===== config.mk =====
export PLATFORM = sky130hd
export DESIGN_NAME = div_hilo_unit
export DESIGN_NICKNAME = d
export VERILOG_FILES = /design/src/rtl/div_hilo_unit.sv
export SDC_FILE = /design/constraint.sdc
export NUM_CORES = 1
export LEC_CHECK = 0
export CAP_MARGIN = 20
export CORE_UTILIZATION = 55
export DETAILED_ROUTE_END_ITERATION = 8
export MAX_ROUTING_LAYER = met4
export PLACE_DENSITY = 0.83
export REMOVE_ABC_BUFFERS = 1
export SETUP_SLACK_MARGIN = 0.3
export SLEW_MARGIN = 25
export SYNTH_ARGS = -nofsm -noshare
export SYNTH_HDL_FRONTEND = slang
export SYNTH_SLANG_ARGS = --single-unit

===== constraint.sdc =====
create_clock -name clock -period 9.2 [get_ports clock]
set_clock_uncertainty 0.1 [all_clocks]
set_input_delay 1.84 -clock clock [delete_from_list [all_inputs] [get_ports clock]]
set_output_delay 1.84 -clock clock [all_outputs]
set_load 0.005 [all_outputs]

===== src/rtl/div_hilo_unit.sv =====
// HI/LO unit: signed restoring divide; issue-to-done WIDTH+1 cycles, HI/LO written at the end of the done cycle.
// No input handshake: while busy, stall holds any DIV or MFHI/MFLO in EX; flush squashes the divide in flight.
module div_hilo_unit #(
  parameter int                      WIDTH        = 32,
  parameter int                      ALU_OP_WIDTH = 4,
  parameter logic [ALU_OP_WIDTH-1:0] ALU_DIV      = ALU_OP_WIDTH'(4'hA)
) (
  input  logic                    clock,
  input  logic                    reset_n,
  input  logic                    issue_valid,
  input  logic [ALU_OP_WIDTH-1:0] alu_op,
  input  logic                    hilo_read,
  input  logic                    flush,
  input  logic [WIDTH-1:0]        rs_val,
  input  logic [WIDTH-1:0]        rt_val,
  output logic                    busy,
  output logic                    stall,
  output logic                    done,
  output logic [WIDTH-1:0]        hi,
  output logic [WIDTH-1:0]        lo
);
  localparam int CW = $clog2(WIDTH);

  typedef enum logic [1:0] {S_IDLE, S_RUN, S_FIXUP} state_t;

  state_t           state_q, state_d;
  logic [WIDTH-1:0] rem_q, rem_d;
  logic [WIDTH-1:0] quo_q, quo_d;
  logic [WIDTH-1:0] dvs_q;
  logic [CW-1:0]    cnt_q;
  logic             q_neg_q, r_neg_q, dz_q;
  logic [WIDTH-1:0] hi_q, lo_q;

  logic             is_div, accept, last_bit, ge;
  logic [WIDTH-1:0] rs_mag, rt_mag;
  logic [WIDTH:0]   trial, diff;

  assign is_div   = issue_valid && (alu_op == ALU_DIV);
  assign accept   = (state_q == S_IDLE) && is_div && !flush;
  assign last_bit = (cnt_q == CW'(WIDTH - 1));

  always_ff @(posedge clock or negedge reset_n) begin
    if (!reset_n) state_q <= S_IDLE;
    else          state_q <= state_d;
  end

  always_comb begin
    state_d = state_q;
    unique case (state_q)
      S_IDLE:  if (accept) state_d = S_RUN;
      S_RUN:   if (flush) state_d = S_IDLE;
               else if (last_bit) state_d = S_FIXUP;
      S_FIXUP: state_d = S_IDLE;
      default: state_d = S_IDLE;
    endcase
  end

  always_comb begin
    busy  = (state_q != S_IDLE);
    stall = busy && (is_div || (issue_valid && hilo_read));
    done  = (state_q == S_FIXUP) && !flush;
  end

  // One restoring step: the borrow out of diff says whether the divisor fits.
  always_comb begin
    rs_mag = rs_val[WIDTH-1] ? -rs_val : rs_val;
    rt_mag = rt_val[WIDTH-1] ? -rt_val : rt_val;
    trial  = {rem_q, quo_q[WIDTH-1]};
    diff   = trial - {1'b0, dvs_q};
    ge     = !diff[WIDTH];
    rem_d  = ge ? diff[WIDTH-1:0] : trial[WIDTH-1:0];
    quo_d  = {quo_q[WIDTH-2:0], ge};
  end

  always_ff @(posedge clock or negedge reset_n) begin
    if (!reset_n) begin
      rem_q   <= '0;
      quo_q   <= '0;
      dvs_q   <= '0;
      cnt_q   <= '0;
      q_neg_q <= 1'b0;
      r_neg_q <= 1'b0;
      dz_q    <= 1'b0;
    end else if (accept) begin
      rem_q   <= '0;
      quo_q   <= rs_mag;
      dvs_q   <= rt_mag;
      cnt_q   <= '0;
      q_neg_q <= rs_val[WIDTH-1] ^ rt_val[WIDTH-1];
      r_neg_q <= rs_val[WIDTH-1];
      dz_q    <= (rt_val == '0);
    end else if (state_q == S_RUN) begin
      rem_q   <= rem_d;
      quo_q   <= quo_d;
      cnt_q   <= cnt_q + CW'(1);
    end
  end

  // Divide-by-zero remainder already equals |rs|, so the sign fix restores rs itself.
  always_ff @(posedge clock or negedge reset_n) begin
    if (!reset_n) begin
      hi_q <= '0;
      lo_q <= '0;
    end else if (state_q == S_FIXUP && !flush) begin
      hi_q <= r_neg_q ? -rem_q : rem_q;
      lo_q <= dz_q ? '1 : (q_neg_q ? -quo_q : quo_q);
    end
  end

  assign hi = hi_q;
  assign lo = lo_q;
endmodule


# ---- Word level (Yosys, flattened, before mapping)
# Index checks and enable logic that the tools add are counted.
dict set report word_totals {
  ff_bits 170
  elab_cells 53
  output_inout_bits 67
  inputBits 73
}
dict set report classes {
  n_addsub 6
  n_reduce_logical 14
  muxes 16
  n_bitwise 1
  eq_ne 6
}
# operator n
set op_table {}
lappend op_table {{2-to-1 mux 32 bit} 10}
lappend op_table {{negation 32 bit} 4}
lappend op_table {{subtractor 33 x 32 -> 33 bit} 1}
lappend op_table {{zero test 32 bit} 1}
lappend op_table {{2-to-1 mux 5 bit} 2}
lappend op_table {{logical AND 1 bit} 6}
lappend op_table {{2-to-1 mux 2 bit} 3}
lappend op_table {{adder 5 x 1 -> 5 bit (second input constant)} 1}
lappend op_table {{== test 5 bit (second input constant)} 1}
lappend op_table {{== test 4 bit (second input constant)} 1}
lappend op_table {{one-hot mux 2 bit (2 select lines)} 1}
lappend op_table {{nonzero test 2 bit} 2}
lappend op_table {{!= test 3 bit (second input constant)} 1}
lappend op_table {{== test 2 x 1 -> 1 bit (second input constant)} 1}
lappend op_table {{== test 2 bit (second input constant)} 1}
lappend op_table {{zero test 1 bit} 2}
lappend op_table {{zero test 2 bit} 1}
lappend op_table {{!= test 2 bit (second input constant)} 1}
lappend op_table {{AND reduction 2 bit} 1}
lappend op_table {{logical OR 1 bit} 1}
lappend op_table {{XOR 1 bit} 1}

# ---- Longest topological paths before layout
# Gate-level depths: netlist (run 1).
dict set report logic_depth {
  depth_word 6
  depth_mapped 13
  depth_no_buf 12
}

# ---- Least setup slack after synthesis (run 1)
# No wires, ideal clock.
dict set report synth_path {
  path_type {input port to flip-flop}
  startpoint {input rs_val[4]}
  endpoint {register quo_q[26]}
  path_stages 9
  required_time_ns 8.967
  setup_time_ns 0.133
  slack_ns 4.381
  arrival_time_ns 4.586
  cell_sequence {nor4_1 > nand2_1 > or4_1 > or4_1 > or3_1 > or4_1 > o31ai_1 > xor2_1 > o21ai_0}
}
dict set report synth_via {
  elab_chain_len 3
}
# item line_no
set synth_rtl {}
lappend synth_rtl {{from (decl)} 14} ;# input logic [WIDTH-1:0] rs_val,
lappend synth_rtl {{negation 32 bit} 66} ;# rs_mag = rs_val[WIDTH-1] ? -rs_val : rs_val;
lappend synth_rtl {{2-to-1 mux 32 bit} 66}
lappend synth_rtl {{2-to-1 mux 32 bit} 84} ;# end else if (accept) begin
lappend synth_rtl {{to (signal assigned)} 86} ;# quo_q <= rs_mag;
lappend synth_rtl {{to (signal assigned)} 94} ;# quo_q <= quo_d;
lappend synth_rtl {{to (decl)} 28} ;# logic [WIDTH-1:0] quo_q, quo_d;
# No other way between the ends.
# A chain may end at the register's enable or synchronous reset.

# ---- Worst setup path in the final report (run 1)
dict set report layout_path {
  startpoint {input flush}
  endpoint {output done}
}
dict set report layout_via {
  elab_chain_len 2
}
# item line_no
set layout_rtl {}
lappend layout_rtl {{from (decl)} 13} ;# input logic flush,
lappend layout_rtl {{zero test 1 bit} 61} ;# done = (state_q == S_FIXUP) && !flush;
lappend layout_rtl {{logical AND 1 bit} 61}
lappend layout_rtl {{to (decl)} 18} ;# output logic done,
# No other way between the ends.

==> run_results.csv, run 1 <==
group,metric,value,unit
run_status,outcome,"complete, no violations",
worst_setup_path,crit_path_start,"flush",
drt,drt_iter0_drc,776,
cells_and_area,layout.cells.most_common,"o21ai_0",
worst_setup_path,startpoint_type,"input pin",
worst_setup_path,cp.arrival,4.16,ns
worst_setup_path,cp_num_cells,6,
die,start_util,0.562,
synthesis,syn_area,11000,um^2
worst_setup_path,r2r_setup_slack,5.26,ns
clocking,cts_tree,"done",
worst_setup_path,path_delay_family,"buffers and inverters",
timing,period_needed,6.10,ns
clocking,numClockSinks,170,
power,p_per_area,300,nW/um^2
hold_path,hold_path_class,"reg -> reg",
clocking,clock_latency,0.44,ns
synthesis,syn_inst,1287,
clocking,cts_buffers,17,
placement,dp_cells,1622,
drt,num_vias,9883,
power,power,3.95,mW
placement,dp_slack,3.10,ns
placement,portBuffers,139,
placement,globalplace.congestion,0.939,
timing,timing.final.crit_share,0.663,
synthesis,yosysUniqueCellTypes,51,
cells_and_area,synthToLayoutAreaGrowth,20.0,%
cells_and_area,design_area,13200,um^2
flow_run,maxCapViolations,0,
worst_setup_path,crit_chain,"clkdlybuf4s50_1 -> or3b_2 -> buf_4 -> inv_1 -> buf_4 -> clkdlybuf4s50_1",
clocking,htreeDepth,4,
worst_setup_path,path_max_fanout,74,
worst_setup_path,r2r_end,"rem_q[29]",
drt,postRouteAntennaNets,0,
cells_and_area,fin_util,0.675,
synthesis,yosysWarnings,0,
worst_setup_path,r2r-start,"quo_q[31]",
grt,grt_usage,0.298,
drt,avgViaCountPerCell,5.98,
die,ioPinCount,140,
worst_setup_path,cp-end-kind,"output port",
cells_and_area,drive_gt1_frac,0.0461,
timing,setup_tns,0,ns
drt,drt-wirelength-per-cell,17.1,um
timing,slew_violations,0,
synthesis,avgSynthCellArea,8.53,um^2
timing,max_freq,164,MHz
placement,place_area,12500,um^2
die,row_count,51,
clocking,ctsHoldBuffers,0,
worst_setup_path,slowest_delay,0.57,ns
grt,grt_pass1_wl,46500,um
timing,rsz0062_at_grt,"no",
grt,grt_start_max_net_pins,132,
worst_setup_path,ff2ff_path_depth,13,
synthesis,synth_edf_count,0,
worst_setup_path,required,7.26,ns
cells_and_area,nets,1488,
die,coreArea,19500,um^2
die,die_x,143,um
clocking,path_clk_slew,0.07,ns
die,die-area,20500,um^2
synthesis,synthArstFlopShare,1.00,
drt,remaining_drc_errors,0,
timing,final_hold_viol_count,0,
worst_setup_path,critPathKind,"in -> out",
grt,grt-ovfl-total,0,
clocking,cts_root_buf,"clkbuf_16",
cells_and_area,num_antenna_cells,0,
grt,grt_antenna_before_repair,0,
clocking,postCtsSetupBuffers,0,
grt,grt_pass1_vias,9536,
die,dieHeight,143,um
drt,drt_first_pass_iters,5,
clocking,cts_buffer_depth,2,
cells_and_area,seq_area,4260,um^2
timing,setup_violations,0,
synthesis,yosysSeqAreaShare,0.387,
synthesis,ys_seq_elements,170,
timing,whs,0.372,ns
timing,worst-slew-pin-transition,1.03,ns
power,ir_drop,208,uV
cells_and_area,stdcell_count,1654,
placement,hpwl,19600,um
synthesis,synth_top_flop_cell,"dfrtp_1",
worst_setup_path,path_buf_inv,5,
timing,worst_slack,3.10,ns
cells_and_area,fillers,1574,
power,leakage,5.73,nW
worst_setup_path,endpoint,"done",
timing,slew-limit-headroom,0.313,
cells_and_area,multiInputGateArea,6290,um^2
worst_setup_path,slowest_stage,"clkdlybuf4s50_1",
cells_and_area,layout_common_cells,"o21ai_0 (190), dfrtp_1 (168), nand2_1 (145), clkdlybuf4s50_1 (138), xor2_1 (117)",
clocking,cts_resized,0,
drt,wl,28300,um
[logic make-up after synthesis]
group | synth area share
AO/OA/AOI/OAI | 0.216
flip-flops | 0.387
buffers and inverters | 0.0427
AND/OR/NAND/NOR | 0.168
XOR/XNOR | 0.117
adder cells (fa/ha/maj) | 0.0451
multiplexers | 0.0237
[worst min-delay path by stage]
| stage | start | endpoint | cells after the start |
|---|---|---|---|
| floorplan | dvs_q[10] | dvs_q[10] | 2 |
| global placement | lo[0] | lo[0] | 2 |
| detailed placement | lo[0] | lo[0] | 2 |
| CTS | lo[28] | lo[28] | 2 |
| global route | dvs_q[23] | dvs_q[23] | 2 |
| finish | lo[28] | lo[28] | 2 |
[power by group]
group | total [mW] | internal [mW] | switching [mW]
Combinational | 1.99 | 0.882 | 1.11
Clock | 0.798 | 0.471 | 0.326
Sequential | 1.16 | 0.911 | 0.250
[metal layers]
layer | vias to the layer above | global-route usage | share of wire
met2 | 345 | 0.491 | 0.49
met1 | 4730 | 0.366 | 0.42
met5 | - | - | 0
li1 | 4757 | - | -
met4 | 0 | 0.108 | 0.024
met3 | 51 | 0.0546 | 0.062
[tightest hold or removal path: cells and delay by family, from the launching register on]
kind,cells,cell delay (ns)
AND/OR/NAND/NOR,2,0.10
flip-flops,1,0.35
[flip-flops by register name (all words and copies together), names as in the netlist]
name and flops:
dvs_q 32, r_neg_q 1, quo_q 32, hi 32, q_neg_q 1, state_q 2, cnt_q 5, lo 32
dz_q 1, rem_q 32
[synthesized netlist by cell type, types with 4 or more instances]
master,number,share of area
a211oi_1,4,0.0027
a21o_1,16,0.011
a21oi_1,69,0.031
a22oi_1,22,0.015
a31o_2,4,0.0032
a31oi_1,9,0.0051
and2_1,4,0.0023
and3_1,12,0.0068
buf_1,8,0.0027
clkbuf_1,71,0.024
dfrtp_1,170,0.39
ha_1,38,0.043
inv_1,46,0.016
mux2i_1,26,0.024
nand2_1,145,0.050
nand2b_1,12,0.0068
nand3_1,37,0.017
nand4_1,7,0.0040
nor2_1,76,0.026
nor2b_1,9,0.0051
nor3_1,10,0.0046
nor4_1,9,0.0051
o21a_1,6,0.0041
o21ai_0,190,0.087
o31ai_1,41,0.028
o41ai_1,14,0.011
or3_1,22,0.013
or4_1,24,0.016
xnor2_1,29,0.023
xor2_1,118,0.094
[layout make-up]
class / count / area share
Sequential cell: 170 / 0.323
Tap cell: 265 / 0.0252
Clock inverter: 13 / 0.0155
Inverter: 46 / 0.0131
Clock buffer: 19 / 0.0336
Timing Repair Buffer: 149 / 0.112
Multi-Input combinational cell: 992 / 0.478
No activity file was read; power rests on OpenSTA's default activity.
==> inputs of run 2 (changes only) <==
--- a/config.mk
+++ b/config.mk
@@ -6,10 +6,10 @@
 export NUM_CORES = 1
 export LEC_CHECK = 0
 export CAP_MARGIN = 20
-export CORE_UTILIZATION = 55
+export CORE_UTILIZATION = 51
 export DETAILED_ROUTE_END_ITERATION = 8
 export MAX_ROUTING_LAYER = met4
-export PLACE_DENSITY = 0.83
+export PLACE_DENSITY = 0.81
 export REMOVE_ABC_BUFFERS = 1
 export SETUP_SLACK_MARGIN = 0.3
 export SLEW_MARGIN = 25
==> constraint.sdc (replaced) <==
create_clock -name clock -period 5.3 [get_ports clock]
set_clock_uncertainty 0.1 [all_clocks]
set_input_delay 1.06 -clock clock [delete_from_list [all_inputs] [get_ports clock]]
set_output_delay 1.06 -clock clock [all_outputs]
set_load 0.005 [all_outputs]
==> run 2 against run 1 <==
Against the previous run:
- utilization down 5.0 points
- largest cell class unchanged
- sequential share of layout area about the same
- sequential power up 74%
- die area up 7.7%
==> run_results.csv, run 2 (synthesis gave the netlist of run 1 again) <==
group,metric,value,unit
die,coreArea,21100,um^2
timing,period_needed,4.45,ns
clocking,ctsHoldBuffers,0,
drt,wl,27700,um
cells_and_area,seq_area,4260,um^2
drt,drt-wirelength-per-cell,16.6,um
die,ioPinCount,140,
timing,slew-limit-headroom,0.401,
hold_path,hold_path_class,"reg -> reg",
timing,worst_slack,0.852,ns
power,p_sw_frac,0.428,
clocking,cts_resized,0,
drt,avgViaCountPerCell,5.81,
cells_and_area,nets,1490,
clocking,cts_buffers,17,
grt,grt_antenna_before_repair,1,
cells_and_area,multiInputGateArea,6290,um^2
clocking,htreeDepth,4,
power,clock_power_share,0.196,
placement,portBuffers,139,
grt,grt_pass1_wl,45800,um
power,power_frac_comb,0.506,
power,p_switching,2.89,mW
die,start_util,0.521,
worst_setup_path,path_delay_family,"simple AND/OR/NAND/NOR gates",
timing,rsz0062_at_grt,"no",
grt,grt_usage,0.268,
worst_setup_path,path_max_fanout,6,
drt,num_vias,9674,
die,die-area,22100,um^2
timing,slew_violations,0,
die,row_count,53,
cells_and_area,layout.cells.most_common,"o21ai_0",
cells_and_area,synthToLayoutAreaGrowth,20.0,%
power,leakage,5.73,nW
timing,setup_violations,0,
timing,max_freq,225,MHz
worst_setup_path,critPathKind,"in -> reg",
timing,final_hold_viol_count,0,
clocking,numClockSinks,170,
cells_and_area,layout_common_cells,"o21ai_0 (190), dfrtp_1 (168), nand2_1 (145), clkdlybuf4s50_1 (138), xor2_1 (117)",
timing,setup_tns,0,ns
power,p_seq_frac,0.298,
die,die_x,149,um
clocking,clock_latency,0.44,ns
grt,grt_pass1_vias,9258,
grt,grt-ovfl-total,0,
run_status,outcome,"complete, no violations",
cells_and_area,drive_gt1_frac,0.0475,
worst_setup_path,startpoint_type,"input pin",
clocking,cts_tree,"done",
drt,drt_first_pass_iters,5,
power,power.internal,3.86,mW
clocking,postCtsSetupBuffers,0,
drt,remaining_drc_errors,0,
die,dieHeight,149,um
worst_setup_path,required,5.47,ns
drt,postRouteAntennaNets,0,
power,ir_drop,323,uV
placement,dp_slack,0.425,ns
worst_setup_path,slowest_delay,0.57,ns
grt,grt_start_max_net_pins,117,
worst_setup_path,crit_chain,"clkdlybuf4s50_1 -> nor4_1 -> nand2_1 -> or4_1 -> or4_1 -> or3_1 -> or4_1 -> o31ai_1 -> xor2_1 -> o21ai_0",
clocking,cts_buffer_depth,2,
timing,worst-slew-pin-transition,0.896,ns
worst_setup_path,cp-end-kind,"flip-flop",
clocking,cts_root_buf,"clkbuf_16",
placement,globalplace.congestion,0.876,
drt,drt_iter0_drc,662,
clocking,path_clk_slew,0.06,ns
placement,hpwl,19800,um
worst_setup_path,path_buf_inv,1,
timing,timing.final.crit_share,0.839,
cells_and_area,fillers,1787,
flow_run,maxCapViolations,0,
worst_setup_path,crit_top_cell,"or4_1",
worst_setup_path,cp.arrival,4.62,ns
worst_setup_path,slowest_stage,"or4_1",
power,p_per_area,513,nW/um^2
## run 2: cell count changes in the layout (fill, tap and decap cells not counted)
cell and delta:
clkbuf_1 -1, clkinv_2 +1, bufinv_16 -1, nand2b_4 -1, clkbuf_8 -2, nand2b_2 +1, clkinv_4 +2, inv_6 -1
nor2b_4 +1, buf_12 +1, nor2b_2 -1, buf_4 +2, diode_2 +1
## run 2: layer usage
metal / vias up / track usage / share of wire
li1: 4771 / - / -
met1: 4594 / 0.326 / 0.43
met2: 269 / 0.452 / 0.50
met3: 40 / 0.0489 / 0.053
met4: 0 / 0.0867 / 0.023
met5: - / - / 0
## run 2: final timing paths
check / depth (start not counted) / endpoint / start / slack (ns)
worst max-delay path: 10 / quo_q[26] / rs_val[2] / 0.85
worst min-delay path: 2 / hi[7] / hi[7] / 0.38
worst max register to register: 12 / rem_q[4] / quo_q[31] / 1.36
worst min register to register: 2 / hi[7] / hi[7] / 0.38
max in group asynchronous: 2 / q_neg_q / reset_n / 3.60
min in group asynchronous: 1 / hi[20] / reset_n / 0.48
## run 2: final cells by class
type	instances	area share
Multi-Input combinational cell	992	0.477
Sequential cell	170	0.323
Timing Repair Buffer	151	0.113
Clock buffer	17	0.0323
Tap cell	275	0.0261
Clock inverter	14	0.0142
Inverter	46	0.0131
Antenna cell	1	0.000190
## run 2: power groups by stage
stage	Sequential (mW)	Combinational, mW	Clock, mW
after floorplan	1.90	2.65	0
after global placement	2.00	3.27	0
after detailed placement	2.02	3.35	0
after CTS	2.00	3.41	1.33
after global routing	2.06	3.81	1.39
final	2.02	3.42	1.32
## run 2: stage by stage
step | utilization | area, um^2 | power (mW) | instances | hold WS, ns
after floorplan | - | 10700 | 4.55 | 1208 | 0.350
after global placement | 0.595 | 12600 | 5.28 | 1634 | 0.353
after detailed placement | 0.595 | 12600 | 5.37 | 1634 | 0.366
after CTS | 0.625 | 13200 | 6.74 | 1665 | 0.384
after global routing | 0.625 | 13200 | 7.26 | 1666 | 0.400
final | 0.625 | 13200 | 6.75 | 1666 | 0.376
## run 2: tightest hold or removal path: stages, from the launching register on
cell and delay, ns:
dfrtp_1 0.34, nand2_1 0.04, o21ai_0 0.06
